<file path="config.mk">
export PLATFORM = sky130hd
export DESIGN_NAME = fetch_sequencer
export DESIGN_NICKNAME = d
export VERILOG_FILES = /design/src/rtl/fetch_sequencer.sv
export SDC_FILE = /design/constraint.sdc
export NUM_CORES = 1
export LEC_CHECK = 0
export CORE_UTILIZATION = 42
export DETAILED_ROUTE_END_ITERATION = 7
export HOLD_SLACK_MARGIN = 0.02
export PLACE_DENSITY_LB_ADDON = 0.25
export SLEW_MARGIN = 10
export SYNTH_ARGS = -nofsm -noshare
export SYNTH_HDL_FRONTEND = slang
export SYNTH_SLANG_ARGS = --single-unit
</file>
<file path="constraint.sdc">
create_clock -name clk -period 5.6 [get_ports clk]
set_clock_uncertainty 0.05 [all_clocks]
set_input_delay 1.12 -clock clk [delete_from_list [all_inputs] [get_ports clk]]
set_output_delay 1.12 -clock clk [all_outputs]
set_load 0.01 [all_outputs]
</file>
<file path="src/rtl/fetch_sequencer.sv">
// Two-phase fetch/execute controller: sequences PC strobes and the fetch-register
// enable, resolves two-byte jumps, issues execute pulses and counts retired instructions.
module fetch_sequencer #(
  parameter int ADDR_W = 12,
  parameter int CNT_W  = 16
) (
  input  logic              clk,
  input  logic              reset,
  input  logic              start,
  input  logic              hold,
  input  logic              resume,
  input  logic [3:0]        instr,
  input  logic [3:0]        oprnd,
  input  logic [7:0]        program_byte,
  input  logic              c_flag,
  input  logic              z_flag,
  output logic              pc_inc,
  output logic              pc_load,
  output logic [ADDR_W-1:0] pc_target,
  output logic              fetch_en,
  output logic              exec_strobe,
  output logic              phase,
  output logic              halted,
  output logic [CNT_W-1:0]  retired
);

  localparam logic [3:0] OP_JC   = 4'b0000;
  localparam logic [3:0] OP_JNC  = 4'b0001;
  localparam logic [3:0] OP_JZ   = 4'b1000;
  localparam logic [3:0] OP_JNZ  = 4'b1001;
  localparam logic [3:0] OP_JMP  = 4'b1011;
  localparam logic [3:0] OP_HALT = 4'b1111;

  typedef enum logic [1:0] {
    S_IDLE,
    S_FETCH,
    S_EXEC,
    S_HALTED
  } state_e;

  state_e           state_q, state_d;
  logic [CNT_W-1:0] retired_q, retired_d;
  logic             active;

  // Reset in the same cycle suppresses every strobe, even mid-EXEC.
  assign active = ~hold & ~reset;

  always_ff @(posedge clk) begin
    if (reset) begin
      state_q   <= S_IDLE;
      retired_q <= '0;
    end else begin
      state_q   <= state_d;
      retired_q <= retired_d;
    end
  end

  always_comb begin
    state_d     = state_q;
    retired_d   = retired_q;
    pc_inc      = 1'b0;
    pc_load     = 1'b0;
    fetch_en    = 1'b0;
    exec_strobe = 1'b0;
    if (active) begin
      case (state_q)
        S_IDLE: begin
          if (start) state_d = S_FETCH;
        end
        S_FETCH: begin
          fetch_en = 1'b1;
          pc_inc   = 1'b1;
          state_d  = S_EXEC;
        end
        S_EXEC: begin
          retired_d = retired_q + CNT_W'(1);
          state_d   = S_FETCH;
          // Untaken conditional jumps step over their address byte.
          case (instr)
            OP_JMP: pc_load = 1'b1;
            OP_JZ: begin
              pc_load = z_flag;
              pc_inc  = ~z_flag;
            end
            OP_JNZ: begin
              pc_load = ~z_flag;
              pc_inc  = z_flag;
            end
            OP_JC: begin
              pc_load = c_flag;
              pc_inc  = ~c_flag;
            end
            OP_JNC: begin
              pc_load = ~c_flag;
              pc_inc  = c_flag;
            end
            OP_HALT: state_d = S_HALTED;
            default: exec_strobe = 1'b1;
          endcase
        end
        S_HALTED: begin
          if (resume) state_d = S_FETCH;
        end
        default: state_d = S_IDLE;
      endcase
    end
  end

  assign pc_target = ADDR_W'({oprnd, program_byte});
  assign phase     = (state_q == S_EXEC);
  assign halted    = (state_q == S_HALTED);
  assign retired   = retired_q;

endmodule

</file>
Word level (Yosys, flattened, before mapping) --
Cells that the tools add are included.
Storage, ports and cells: flip-flop bits (word level) 18, bits in latches 0, RAM bits 0, memory bits (read-only) 0, input port bits 23, output and inout bits 34, logic and storage cells 38, memories 0
Cells by class: add/subtract/negate cells 1, multipliers 0, div/mod/pow operators 0, order comparisons 0, eq/ne operators 10, shift-type cells 0, multiplexer cells 15, bitwise operators 5, reductions and logical operators 5
Operators with widths (number):
- $add 16x1->16 const B | 1
- $eq 4x4->1 const B | 4
- $mux 1 | 8
- $pmux 2 s4 | 1
- $mux 2 | 3
- $reduce_or 6->1 | 1
- $pmux 1 s5 | 1
- $eq 2x2->1 const B | 2
- $eq 4x1->1 const B | 1
- $logic_not 4->1 | 1
- $ne 2x2->1 const B | 2
- $not 1->1 | 4
- $pmux 1 s4 | 1
- $reduce_and 3->1 | 1
- $eq 2x1->1 const B | 1
- $logic_not 2->1 | 1
- $pmux 1 s2 | 1
- $reduce_and 2->1 | 1
- $and 1x1->1 | 1

Logic depth before layout (Yosys ltp) --
Gate-level depths: netlist (run 1).
word-level depth 5, mapped depth 7, depth with buffers taken out 6

Worst setup path before layout (run 1) --
OpenSTA, ideal clock, no wires.
path type input-to-output, from in reset, to out exec_strobe, arrival 2.031 ns, required time 4.430 ns, path slack 2.399 ns, cell stages on the path 3, path buffers 1, cell sequence or3b_1 buf_6 a311oi_1
Between the ends: word-level cells in the longest chain between the ends 3
RTL lines:
- start: declaration | line 8 | input logic reset,
- $not 1->1 | line 46 | assign active = ~hold & ~reset;
- $and 1x1->1 | line 46
- $mux 1 | line 65 | if (active) begin
- end: declaration | line 21 | output logic exec_strobe,
Every way passes these cells.

Final worst setup path (run 1) --
Same ends and word-level chain as after synthesis.

==> summary.md, run 1 <==
| Metric | Value |
|---|---|
| Layout cells sized above 1 | 6.45% |
| Final global-route overflow total | 0 |
| Mapped Cells | 135 |
| Syn_nets | 164 |
| Clk slew on worst S/H paths | 100 ps |
| Startpoint Class | primary input |
| Number of synthesized flops with an enable pin | 0 |
| # DRC | 0 |
| Post-CTS Setup Inserts | 0 |
| H-tree lvl count | 1 |
| Pwr dens | ~150 nW/µm² |
| Routed vias/inst | 5.24 |
| Slew Viols, Final | 0 |
| CP Buf/Inv Count | 3 |
| Lkg Pwr | a little under 0.5 nW |
| RSZ-0062 raised after global routing | false |
| Worst path cell trace | clkdlybuf4s50_1 -> buf_4 -> or3b_1 -> a311oi_1 -> clkdlybuf4s50_1 |
| Multi-input logic area | 617 µm² |
| #FFs+latches synth | 18 |
| Clock buffer depth | 2 |
| Clock sink count | 18 |
| Antenna viol nets, final | 0 |
| DP HPWL | roughly 1.7 mm |
| WP data required | around 4400 ps |
| Synth top area share | 32.2% |
| CP arrival | 3190 ps |
| Sequential share of the synthesized area | roughly 32% |
| First-pass GRT wire length | 3.71 mm |
| Drt first pass iters | 4 |
| Slowest-stage cell, CP | clkdlybuf4s50_1 |
| CP peak stage delay | just under 600 ps |
| Hold crit path type | reg -> reg |
| NumNets Final | 186 |
| Initial DRC count | 6 |
| PortBufs | 32 |
| Top-count cell post-synth | nor2_1 |
| Yosys top cell by area | dfxtp_1 |
| Most used flip-flop cell after synthesis | dfxtp_1 |
| Max Cap Viol | 0 |
| IO Pins | 57 |
| Layout area overhead | 24.6% |
| PnR worst setup slack | around 1200 ps |
| Final min period | 4360 ps |
| Die ar. | 2880 µm² |
| Status | finished clean |
| Hold slack | 472 ps |
| Setup Total Neg Slack | 0 ps |
| Synth cell types | 36 |
| WL final | 2.26 mm |
| CTS buffer count | 3 |
| CTS tree | done |
| Synth top cells by count | nor2_1, dfxtp_1, buf_4 |
| Largest net degree at the start of global routing | 26 |
| RD Place Congestion | 0.787 |
| Clock latency on the worst-skew pair | between 200 and 300 ps |
| CTS Hold Bufs | 0 |
| Initial antenna violation count | 0 |
| Synth area leaders | dfxtp_1, buf_4, nor2_1 |
| Actual slew at the worst max-slew pin | around 420 ps |
| Final setup fails | 0 |
| Period Utilization, post-route | 77.8% |
| Sequential cell area | around 360 µm² |
| Clk Tree Root Cell | clkbuf_4 |
| WL/cell | 12.2 µm |
| Cts repair resizes | 0 |
| Post-Syn Area per Cell | 8.29 µm² |
| Slew headroom | 71.9% |
| F_max | roughly 0.23 GHz |
| Ys Warns | 0 |
| CP most frequent cell | clkdlybuf4s50_1 |
| Setup WS pre-CTS | between 1000 and 1500 ps |
| Chip Width | approximately 54 µm |
| Initial Util | 44.8% |
| Maximum vdd ir drop | 0.000160 V |
| Total GRT Usage | 17.2% |
| Fillers | 238 |
| Critical path's top delay family | buffers and inverters |
| Critical-path maximum fanout | 25 |
| Number of global-route vias before repair | 892 |
| Die H | ~54 µm |
| Core ar. | 2500 µm² |
| Vias | 970 |
| Core Rows | 18 |
| Critical path class | in -> out |
| Post-Syn Area | 1120 µm² |
| Hold Vio Cnt, Final | 0 |
| Crit. End Element | output port |
| Fraction of registers with async set/reset | 0% |
| Antenna diode count | 0 |
==> stage by stage <==
| step | utilization (%) | total power [mW] | cells | area [µm²] |
|---|---|---|---|---|
| 2_1_floorplan | - | 0.150 | 135 | 1120 |
| 3_3_place_gp | 54.9 | 0.152 | 182 | 1370 |
| 3_5_place_dp | 54.9 | 0.153 | 182 | 1370 |
| 4_1_cts | 55.8 | 0.216 | 185 | 1400 |
| 5_1_grt | 55.8 | 0.224 | 185 | 1400 |
| 6_report | 55.8 | 0.213 | 185 | 1400 |
==> where the power goes <==
group	switching (mW)	internal [mW]	total, mW	leakage, nW
logic	0.00975	0.0113	0.0210	0.323
clock network	0.0383	0.0250	0.0633	0.0138
registers	0.000667	0.128	0.129	0.145
==> area by class of cell <==
| cell class | count | share of cell area, % |
|---|---|---|
| tap | 30 | 2.69 |
| sequential | 18 | 25.8 |
| inverter | 8 | 2.15 |
| timing repair buffer | 33 | 23.5 |
| clock buffer | 3 | 1.61 |
| multi-input combinational | 93 | 44.2 |
==> placed cells by master, fill, tap and decap left out <==
cell type        Yosys  routed
xor2_1               3       3
o22ai_1              1       1
clkdlybuf4s50_1      0      32
nor2_1              21      21
nor4_2               2       2
nand3_1              4       4
a31o_1               1       1
nor4_1               2       2
nand2_1              8       8
and2_1               1       1
nand4_1              4       4
ha_1                 6       6
o21ai_0              1       1
a21oi_1              6       6
a311oi_1             1       1
nor2b_1              1       1
mux2i_1              1       1
xnor2_1              9       9
buf_4               12       1
nor3_1               5       5
a31o_2               1       1
or3_1                1       1
or3b_1               1       1
nor3b_1              1       1
o221a_2              1       1
nand3b_1             1       1
nand2b_1             4       4
nor3_4               1       1
a211oi_1             1       1
mux2_4               1       1
o211ai_1             1       1
inv_1                8       8
clkbuf_4             0       3
nand4bb_1            1       1
a31oi_1              1       1
dfxtp_1             18      18
==> worst paths after layout <==
path | startpoint | end | slack (ps) | depth (start not counted)
worst max-delay path | reset | exec_strobe | 1240 | 5
worst min register to register | state_q[1] | state_q[1] | 470 | 2
worst min-delay path | state_q[1] | state_q[1] | 470 | 2
worst max register to register | state_q[0] | retired[15] | 3460 | 6
==> registers in the layout, summed over array words and instances, names as in the netlist <==
register and cells:
state_q 2, retired 16
==> logic make-up (layout without fill, tap and decap cells) <==
group	after synthesis	count (layout)	synth area share, %
mux	2	2	2.23
buf+inv	24	44	12.7
simple gates	58	58	27.8
fa+ha+maj	6	6	6.70
flops	18	18	32.2
compound gates	15	15	8.94
xor+xnor	12	12	9.39
==> worst min-delay path: cells and delay by family, from the launching register on <==
family	cells	cell delay, ps
AND/OR/NAND/NOR	1	80
flip-flops	1	350
AO/OA/AOI/OAI	1	60
==> routing by layer <==
metal  global-route usage (%)  share of wire (%)
met1                     21.6                 48
met2                     29.0                 47
met3                     4.24                4.6
met4                     4.82               0.75
met5                        0                  0
Note: power is estimated with default switching activity, not from simulation.
==> run 2: changes to the inputs <==
--- a/config.mk
+++ b/config.mk
@@ -5,7 +5,7 @@
 export SDC_FILE = /design/constraint.sdc
 export NUM_CORES = 1
 export LEC_CHECK = 0
-export CORE_UTILIZATION = 42
+export CORE_UTILIZATION = 36
 export DETAILED_ROUTE_END_ITERATION = 7
 export HOLD_SLACK_MARGIN = 0.02
 export PLACE_DENSITY_LB_ADDON = 0.25
==> constraint.sdc (replaced) <==
create_clock -name clk -period 3.85 [get_ports clk]
set_clock_uncertainty 0.05 [all_clocks]
set_input_delay 0.77 -clock clk [delete_from_list [all_inputs] [get_ports clk]]
set_output_delay 0.77 -clock clk [all_outputs]
set_load 0.01 [all_outputs]
==> run 2 against run 1 <==
- critical path type unchanged
- sequential power grew 46%
- highest routed layer unchanged
- flip-flop and latch count is the same
- first-iteration DRC count grew to 5.7 times the previous value
- register-to-register slack worse by 1800 ps
- cell count grew 1.6%
- largest cell class unchanged
- core utilization shrank 6.1 points
- clock-buffer cell count is 1 higher
- design area rose by 1.6%
- global-route usage is 2.0 points lower
- the run now ends with design-rule violations left
==> summary.md, run 2 (synthesized netlist as in run 1, its figures left out) <==
| Metric | Value |
|---|---|
| RSZ-0062 raised after global routing | false (unchanged) |
| PortBufs | 32 (unchanged) |
| Number of global-route vias before repair | 953 (was 892) |
| Sequential cell area | 360 µm² (unchanged) |
| Cts repair resizes | 0 (unchanged) |
| CP Buf/Inv Count | 3 (unchanged) |
| Pwr dens | 238 nW/µm² (was 153 nW/µm²) |
| NumNets Final | 187 (was 186) |
| Critical path's top delay family | buffers and inverters (unchanged) |
| Commonest non-fill, non-tap cells in the layout | clkdlybuf4s50_1, nor2_1, dfxtp_1 (unchanged) |
| R2r endpoint | retired[15] (unchanged) |
| H-tree lvl count | 1 (unchanged) |
| Chip Width | 57.8 µm (was 53.6 µm) |
| Slowest-stage cell, CP | clkdlybuf4s50_1 (unchanged) |
| Final setup fails | 0 (unchanged) |
| CTS Hold Bufs | 0 (unchanged) |
| Initial DRC count | 34 (was 6) |
| IO Pins | 57 (unchanged) |
| Initial Util | 39.3% (was 44.8%) |
| F_max | approximately 0.29 GHz |
| Layout area overhead | 26.6% (was 24.6%) |
| Slew Viols, Final | 0 (unchanged) |
| Layout cells sized above 1 | 7.64% (was 6.45%) |
| Clock buffer depth | 2 (unchanged) |
| Maximum vdd ir drop | 0.000197 V (was 0.000160 V) |
| Worst setup path endpoint | pc_load (was exec_strobe) |
| Fillers | 276 (was 238) |
| DP HPWL | 1.77 mm (was 1.72 mm) |
| Critical-path maximum fanout | 7 (was 25) |
| CTS buffer count | 3 (unchanged) |
| Die ar. | 3340 µm² (was 2880 µm²) |
| Startpoint Class | primary input (unchanged) |
| Slew headroom | 71.7% (was 71.9%) |
| WL final | 2.31 mm (was 2.26 mm) |
| Antenna diode count | 0 (unchanged) |
| CP peak stage delay | 570 ps (was 580 ps) |
| Clk slew on worst S/H paths | 110 ps (was 100 ps) |
| Finished Core Util | 49.7% (was 55.8%) |
| Die H | 57.8 µm (was 53.6 µm) |
| Critical path class | in -> out (unchanged) |
| Reg2reg path depth | 7 (was 6) |
| Setup WS pre-CTS | 458 ps (was 1240 ps) |
| CTS tree | done (unchanged) |
| Flop-to-flop setup slack | 1700 ps (was 3460 ps) |
| CP arrival | 2570 ps (was 3190 ps) |
| First-pass GRT wire length | 3.98 mm (was 3.71 mm) |
| Core ar. | 2850 µm² (was 2500 µm²) |
| Max reg flops | 16 (unchanged) |
| Antenna viol nets, final | 0 (unchanged) |
| Placed Area | 1380 µm² (was 1370 µm²) |
| Actual slew at the worst max-slew pin | 423 ps (was 420 ps) |
| Clock latency on the worst-skew pair | 300 ps (was 290 ps) |
| Status | finished, violations left (was finished clean) |
| WP data required | 3030 ps (was 4430 ps) |
| Worst path cell trace | clkdlybuf4s50_1 -> or3b_1 -> buf_4 -> nor3_1 -> clkdlybuf4s50_1 (was clkdlybuf4s50_1 -> buf_4 -> or3b_1 -> a311oi_1 -> clkdlybuf4s50_1) |
| Worst Setup SP | hold (was reset) |
| PnR worst setup slack | 459 ps (was 1240 ps) |
| RD Place Congestion | 0.756 (was 0.787) |
| WP depth | 5 (unchanged) |
| WL/cell | 12.3 µm (was 12.2 µm) |
| Final min period | 3390 ps |
| Post-CTS Setup Inserts | 0 (unchanged) |
| Commonest non-fill, non-tap cell in the layout | clkdlybuf4s50_1 (unchanged) |
| Total GRT Usage | 15.2% (was 17.2%) |
| Lkg Pwr | 0.493 nW (was 0.482 nW) |
| Core Rows | 19 (was 18) |
| Hold Vio Cnt, Final | 0 (unchanged) |
| Hold crit path type | reg -> reg (unchanged) |
| Multi-input logic area | 617 µm² (unchanged) |
| Non-filler cells, final | 188 (was 185) |
| Initial antenna violation count | 0 (unchanged) |
| Largest net degree at the start of global routing | 25 (was 26) |
| Fin area | 1420 µm² (was 1400 µm²) |
| Max Cap Viol | 0 (unchanged) |
| Clk Tree Root Cell | clkbuf_4 (unchanged) |
| Setup Total Neg Slack | 0 ps (unchanged) |
| Clock sink count | 18 (unchanged) |
| Crit. End Element | output port (unchanged) |
| Failing checks | design-rule violations |
| Worst R2R Start | state_q[0] (unchanged) |
| # DRC | 5 (was 0) |
| Routed vias/inst | 5.16 (was 5.24) |
| Placed insts | 184 (was 182) |
| Drt first pass iters | 8 (was 4) |
| Period Utilization, post-route | around nine tenths |
| CP most frequent cell | clkdlybuf4s50_1 (unchanged) |
| Hold slack | 464 ps (was 472 ps) |
| Final global-route overflow total | 0 (unchanged) |
| Total Power | 0.338 mW (was 0.213 mW) |
| Vias | 971 (was 970) |
## run 2: changes by cell type in the layout (fill, tap and decap cells not counted), sizes merged
cell | before | now
clkbuf | 3 | 4
buf | 1 | 2
## run 2: cell type report
cell class                 instances  area share, %
multi-input combinational         93           43.5
timing repair buffer              34           23.7
tap                               31           2.74
inverter                           8           2.12
clock buffer                       4           2.56
sequential                        18           25.4
## run 2: worst min path at each step
stage,startpoint,endpoint,cells past startpoint
after floorplan,state_q[1],state_q[1],2
after global routing,state_q[1],state_q[1],2
after CTS,state_q[1],state_q[1],2
after detailed placement,state_q[1],state_q[1],2
final,state_q[1],state_q[1],2
after global placement,state_q[1],state_q[1],2
## run 2: layer usage
layer,global-route usage (%),up-vias,part of all wire (%)
met3,4.91,7,5.2
met5,0,-,0
li1,-,490,-
met4,5.10,0,1.2
met1,17.5,446,45
met2,26.6,28,48
## run 2: worst min-delay path, delay by kind of cell (launching register included)
kind               cells  cell delay, ps
DFF                    1             350
AOI/OAI and AO/OA      1              50
and+or+nand+nor        1              70
## run 2: report_power, final
group | switching (mW) | internal, mW
Sequential | 0.000954 | 0.187
Clock | 0.0623 | 0.0577
Combinational | 0.0138 | 0.0163
Total | 0.0770 | 0.261
